--- src/rtl/tick_pwm_gen.sv ---
// Tick-driven PWM generator: Moore FSM counting time-base ticks through a
// HIGH phase of duty_q ticks and a LOW phase filling out per_q ticks.
module tick_pwm_gen #(
  parameter int unsigned W = 8
) (
  input  logic         clk,
  input  logic         reset_n,
  input  logic         enable,
  input  logic         tick,
  input  logic [W-1:0] period,
  input  logic [W-1:0] duty,
  output logic         pwm,
  output logic         cycle_done,
  output logic         busy
);

  typedef enum logic [1:0] {
    StIdle = 2'd0,
    StHigh = 2'd1,
    StLow  = 2'd2
  } state_e;

  localparam logic [W-1:0] One = {{(W-1){1'b0}}, 1'b1};

  state_e       state_q, state_d;
  logic [W-1:0] cnt_q, cnt_d;
  logic [W-1:0] per_q, per_d;
  logic [W-1:0] duty_q, duty_d;
  logic         done_q, done_d;

  logic         start_ok;
  logic [W-1:0] duty_clamp;
  state_e       start_state;
  logic [W-1:0] cnt_inc;
  logic         cnt_last;

  assign start_ok    = enable && (period != '0);
  assign duty_clamp  = (duty > period) ? period : duty;
  assign start_state = (duty_clamp != '0) ? StHigh : StLow;
  assign cnt_inc     = cnt_q + One;
  assign cnt_last    = (cnt_q == (per_q - One));

  always_comb begin
    state_d = state_q;
    cnt_d   = cnt_q;
    per_d   = per_q;
    duty_d  = duty_q;
    done_d  = 1'b0;
    case (state_q)
      StIdle: begin
        if (start_ok) begin
          per_d   = period;
          duty_d  = duty_clamp;
          cnt_d   = '0;
          state_d = start_state;
        end
      end
      StHigh, StLow: begin
        // Dropping enable aborts the period even if a tick arrives this cycle.
        if (!enable) begin
          state_d = StIdle;
          cnt_d   = '0;
        end else if (tick) begin
          if (cnt_last) begin
            done_d = 1'b1;
            if (start_ok) begin
              per_d   = period;
              duty_d  = duty_clamp;
              cnt_d   = '0;
              state_d = start_state;
            end else begin
              state_d = StIdle;
              cnt_d   = '0;
            end
          end else begin
            cnt_d = cnt_inc;
            if ((state_q == StHigh) && (cnt_inc == duty_q)) begin
              state_d = StLow;
            end
          end
        end
      end
      default: begin
        state_d = StIdle;
        cnt_d   = '0;
      end
    endcase
  end

  always_ff @(posedge clk) begin
    if (!reset_n) begin
      state_q <= StIdle;
      cnt_q   <= '0;
      per_q   <= '0;
      duty_q  <= '0;
      done_q  <= 1'b0;
    end else begin
      state_q <= state_d;
      cnt_q   <= cnt_d;
      per_q   <= per_d;
      duty_q  <= duty_d;
      done_q  <= done_d;
    end
  end

  assign pwm        = (state_q == StHigh);
  assign busy       = (state_q != StIdle);
  assign cycle_done = done_q;

endmodule

--- config.mk ---
export PLATFORM = sky130hd
export DESIGN_NAME = tick_pwm_gen
export DESIGN_NICKNAME = d
export VERILOG_FILES = /design/src/rtl/tick_pwm_gen.sv
export SDC_FILE = /design/constraint.sdc
export NUM_CORES = 1
export LEC_CHECK = 0
export ABC_CLOCK_PERIOD_IN_PS = 3600
export CAP_MARGIN = 0
export CORE_AREA = 2 2 75 77
export DETAILED_ROUTE_END_ITERATION = 8
export DIE_AREA = 0 0 77 79
export HOLD_SLACK_MARGIN = 0.1
export PLACE_DENSITY = 0.66
export SLEW_MARGIN = 20
export SYNTH_ARGS = -nofsm -noshare
export SYNTH_HDL_FRONTEND = slang
export SYNTH_SLANG_ARGS = --single-unit
--- constraint.sdc ---
create_clock -name clk -period 3.6 [get_ports clk]
set_input_delay 0.36 -clock clk [delete_from_list [all_inputs] [get_ports clk]]
set_output_delay 0.36 -clock clk [all_outputs]
set_load 0.01 [all_outputs]
Word-level counts from Yosys, hierarchy flattened
Cells that the tools add are included.
Word-level totals
  bits in registers: 27
  bits in latches: 0
  memory bits (writable): 0
  bits in read-only memories: 0
  bits of input ports: 20
  output and inout bits: 3
  memories: 0
Operators by class
  add/sub/neg operators: 2
  $mul: 0
  div/mod/pow operators: 0
  magnitude comparators: 1
  eq/ne operators: 10
  shift operators: 0
  mux-type cells: 25
  bitwise gates (word level): 0
  reduce and logical (&&, ||, !) cells: 12
Operator list (number)
  $mux W8: 13
  $pmux W8 S2: 3
  $eq A8 B8 Y1: 2
  $reduce_bool A8 Y1: 2
  $mux W2: 7
  $add A8 B1 Y8 const B: 1
  $gt A8 B8 Y1: 1
  $ne A2 B2 Y1 const B: 4
  $reduce_and A4 Y1: 2
  $sub A8 B1 Y8 const B: 1
  $ne A4 B4 Y1 const B: 1
  $pmux W2 S2: 1
  $reduce_bool A2 Y1: 2
  $ne A3 B3 Y1 const B: 1
  $reduce_and A3 Y1: 1
  $eq A2 B1 Y1 const B: 1
  $eq A2 B2 Y1 const B: 1
  $logic_and A1 B1 Y1: 2
  $logic_not A2 Y1: 1
  $reduce_and A2 Y1: 1
  $reduce_or A2 Y1: 1
  $mux W1: 1

Logic depth before layout (Yosys ltp)
  depth in word-level cells: 9
  gate-level depth with buffers: 12

Worst setup path before layout
Ideal clock, no wire load.
  kind: register to register
  start: reg per_q[0]
  end: reg per_q[5]
  data arrival time: 2.639 ns
  required time: 3.528 ns
  path slack: 0.889 ns
  cell stages (with the launch flop): 13
  path buffers: 3
  clock period less this slack: 2.711 ns
  path through: dfxtp_1 > inv_1 > ha_1 > or4b_1 > or3_1 > a32o_1 > a211oi_4 > a31o_1 > buf_6 > and2_4 > buf_12 > buf_12 > mux2i_1
On the way
  word-level cells in the longest chain between the ends: 4
Ends and longest elaborated chain
  from (decl): RTL line 27  | logic [W-1:0] per_q, per_d;
  from (signal assigned): RTL line 100  | per_q <= per_d;
  $sub A8 B1 Y8: RTL line 41  | assign cnt_last = (cnt_q == (per_q - One));
  $eq A8 B8 Y1: RTL line 41
  $ne A2 B2 Y1 (no line)
  $reduce_and A4 Y1 (no line)
Every way passes these cells.
A chain may end at the register's enable or synchronous reset.

Worst setup path in the final report
  start: reg per_q[0]
  end: reg per_q[2]
Same word-level chain as after synthesis.

==> flow_summary.toml <==
[synthesis]
synth_top_family_by_area = "simple AND/OR/NAND/NOR gates"
synth_nets = 307
yosysSeqAreaShare_pct = 25.0
synth_xor_xnor_area_share_pct = 6.88
post_synth_most_frequent_cells = "42 x nand2_1, 27 x dfxtp_1, 19 x inv_1, 17 x o21ai_0, 14 x ha_1"
ys.warnings.count = 0
synth-simple-area-share_pct = 27.4
synth_compound_area_share_pct = 15.0
yosysTopAreaCell = "dfxtp_1"
synth_cells = 273
synth_top_area_share_pct = 25.0
synth-edff-count = 0
synth_flop_cell = "dfxtp_1"
synth_area_leaders = "dfxtp_1 25%, ha_1 8.1%, nand2_1 7.3%"
syn_area_sq_um = 2160
syn_avg_cell_area_sq_um = 7.92
synth.most_common_cell = "nand2_1"
synthArstFlopShare_pct = 0
synthMuxAreaShare_pct = 9.72
synthAdderAreaFrac_pct = 8.10
yosys_register_bits = 27
synth.distinct_cells = 50

[min_path]
whs_endpoint = "duty_q[4]"
whs_path_depth = 2
holdCritPathClass = "flip-flop to flip-flop"
worst_hold_startpoint = "duty_q[4]"

[cts]
numCtsBuffers = 3
path_clk_slew_ns = 0.09
cts_resized = 0
h-tree-depth = 1
cts_setup_buffers = 0
tritoncts = "built"
ctsLongestPathBuffers = 2
cts_hold_buf = 0
cts.sinks = 27
cts-root-buf = "clkbuf_8"
insertion_delay_ns = 0.28

[critical_path]
cp_slowest_stage_delay_ns = 0.46
cp_num_buf_inv = 1
rrSetupSlack_ns = 0.60
crit_required_ns = 3.81
crit_chain = "inv_1 -> ha_1 -> or4b_1 -> or3_1 -> a32o_1 -> a211oi_4 -> a31o_1 -> and2_4 -> mux2i_1"
rr_worst_depth = 9
worstPathMaxFanout = 16
critical_path_class = "flip-flop to flip-flop"
cp.arrival_ns = 3.21
cp_top_family = "simple AND/OR/NAND/NOR gates"
r2r-end = "per_q[2]"
startpoint_type = "flip-flop"
r2r-start = "per_q[0]"
crit_slowest_cell = "or4b_1"
cp-end-kind = "flip-flop"
crit_start = "per_q[0]"

[sta]
tightest_slew_ns = 0.752
slew_headroom_pct = 49.8
finalCritPeriodShare_pct = 83.3
final_max_slew_viol_count = 0
tns_ns = 0
finClkSkew_ns = 0.00738
hold_viol_final = 0
rsz0062_at_grt = "no"
hold_ws_ns = 0.477
fmax_mhz = 333
worst_slack_ns = 0.601
setup_viol = 0
min_period_ns = 3.00

[global_route]
grt_antenna_before_repair = 0
grt_pass1_wl_um = 8850
grtUsageTotal_pct = 17.7
grt_max_degree = 47
grt-ovfl-total = 0
grt_pass1_vias = 1915

[routing]
wire_per_inst_um = 14.5
drt_iter0_drc = 106
viasPerCell = 5.63
dr.pass1.iters = 6
drc = 0
vias = 2014
postRouteAntennaNets = 0
wl_um = 5200

[placement]
preCtsSetupSlack_ns = 0.549
place_congestion = 0.897
dp.cells = 354
port_buffers = 22
hpwl_um = 4000

[cells_and_area]
n_antenna_cell = 0
layoutNonFillerInstCount = 358
fillers = 541
drive_above_1_share_pct = 6.64
area_growth_syn_to_layout_pct = 12.9
nets = 321

[power]
power_leakage_nw = 0.912
power.total_mw = 1.14
p_per_area_nw_per_um2 = 469
ir_worst_vdd_mv = 0.352

[floorplan]
die-width_um = 77
coreArea_sq_um = 5340
rows = 27
dieArea_sq_um = 6080
pin_count = 23
initial_core_util_pct = 40.5
fp.dieH_um = 79

[run]
drv_cap = 0

[status]
status = "complete, no violations"
-- power by group --
group	internal (mW)	switching, mW	total [mW]
Clock	0.0777	0.0992	0.177
Combinational	0.250	0.301	0.551
Sequential	0.354	0.0630	0.417
-- layer usage --
| layer | vias to the layer above | part of all wire [%] | GRT usage [%] |
|---|---|---|---|
| li1 | 1003 | - | - |
| met1 | 943 | 48 | 23.2 |
| met2 | 61 | 46 | 30.9 |
| met3 | 7 | 4.6 | 1.82 |
| met4 | 0 | 1.5 | 5.54 |
| met5 | - | 0 | 0 |
-- tightest hold or removal path, stage by stage (launching register included) --
cell and delay, ns:
dfxtp_1 0.33, nand2_1 0.05, o21ai_0 0.06
-- cells by family (layout without fill, tap and decap cells) --
kind of cell | count (synthesis) | after routing
and+or+nand+nor | 112 | 112
muxes | 20 | 20
DFF | 27 | 27
AOI/OAI and AO/OA | 48 | 48
adders and majority gates | 14 | 14
buffers and inverters | 35 | 48
xor gates and xnor gates | 17 | 17
-- layout make-up --
| type | instances | area [sq um] | share of cell area [%] |
|---|---|---|---|
| clock buffers | 3 | 41.3 | 1.69 |
| clock inverters | 1 | 5.00 | 0.205 |
| inverters | 19 | 71.3 | 2.92 |
| multi-input cells | 211 | 1450 | 59.4 |
| flip-flops and latches | 27 | 541 | 22.1 |
| well taps | 72 | 90.1 | 3.69 |
| repair buffers | 25 | 243 | 9.94 |
-- state kept, by name (all words and copies together), names as in the netlist --
| name | count |
|---|---|
| cnt_q | 8 |
| duty_q | 8 |
| per_q | 8 |
| state_q | 2 |
| cycle_done | 1 |
-- how the worst max path moves through the flow --
stage	to	slack, ns	depth (start not counted)
final	per_q[2]	0.60	9
after global routing	per_q[7]	0.39	9
after CTS	per_q[7]	0.61	9
after detailed placement	state_q[0]	0.55	11
after global placement	state_q[0]	0.61	11
after floorplan	per_q[5]	0.89	12
-- cells in the final DEF (no fill, tap or decap), types with 2 or more instances in the layout --
cell type	n
nand3_1	9
nand2b_1	3
dfxtp_1	27
mux2_2	8
clkdlybuf4s50_1	22
buf_4	3
nand3b_1	5
o21ai_0	17
mux2i_1	12
nand2_1	42
nor4_1	6
clkbuf_8	3
nor2_1	10
a21oi_1	7
or4_1	3
and4_1	3
ha_1	14
nor3_1	4
nand4b_1	2
a31oi_1	3
xnor2_1	8
and2_1	3
a211o_1	2
nand4_1	13
inv_1	19
o211ai_1	2
o311ai_0	2
o22ai_1	3
xor2_1	9
-- per-stage QoR --
| step | util, % | area, sq um |
|---|---|---|
| after floorplan | - | 2160 |
| after global placement | 44.9 | 2400 |
| after detailed placement | 44.9 | 2400 |
| after CTS | 45.8 | 2440 |
| after global routing | 45.8 | 2440 |
| final | 45.8 | 2440 |
No activity file was read; power rests on OpenSTA's default activity.
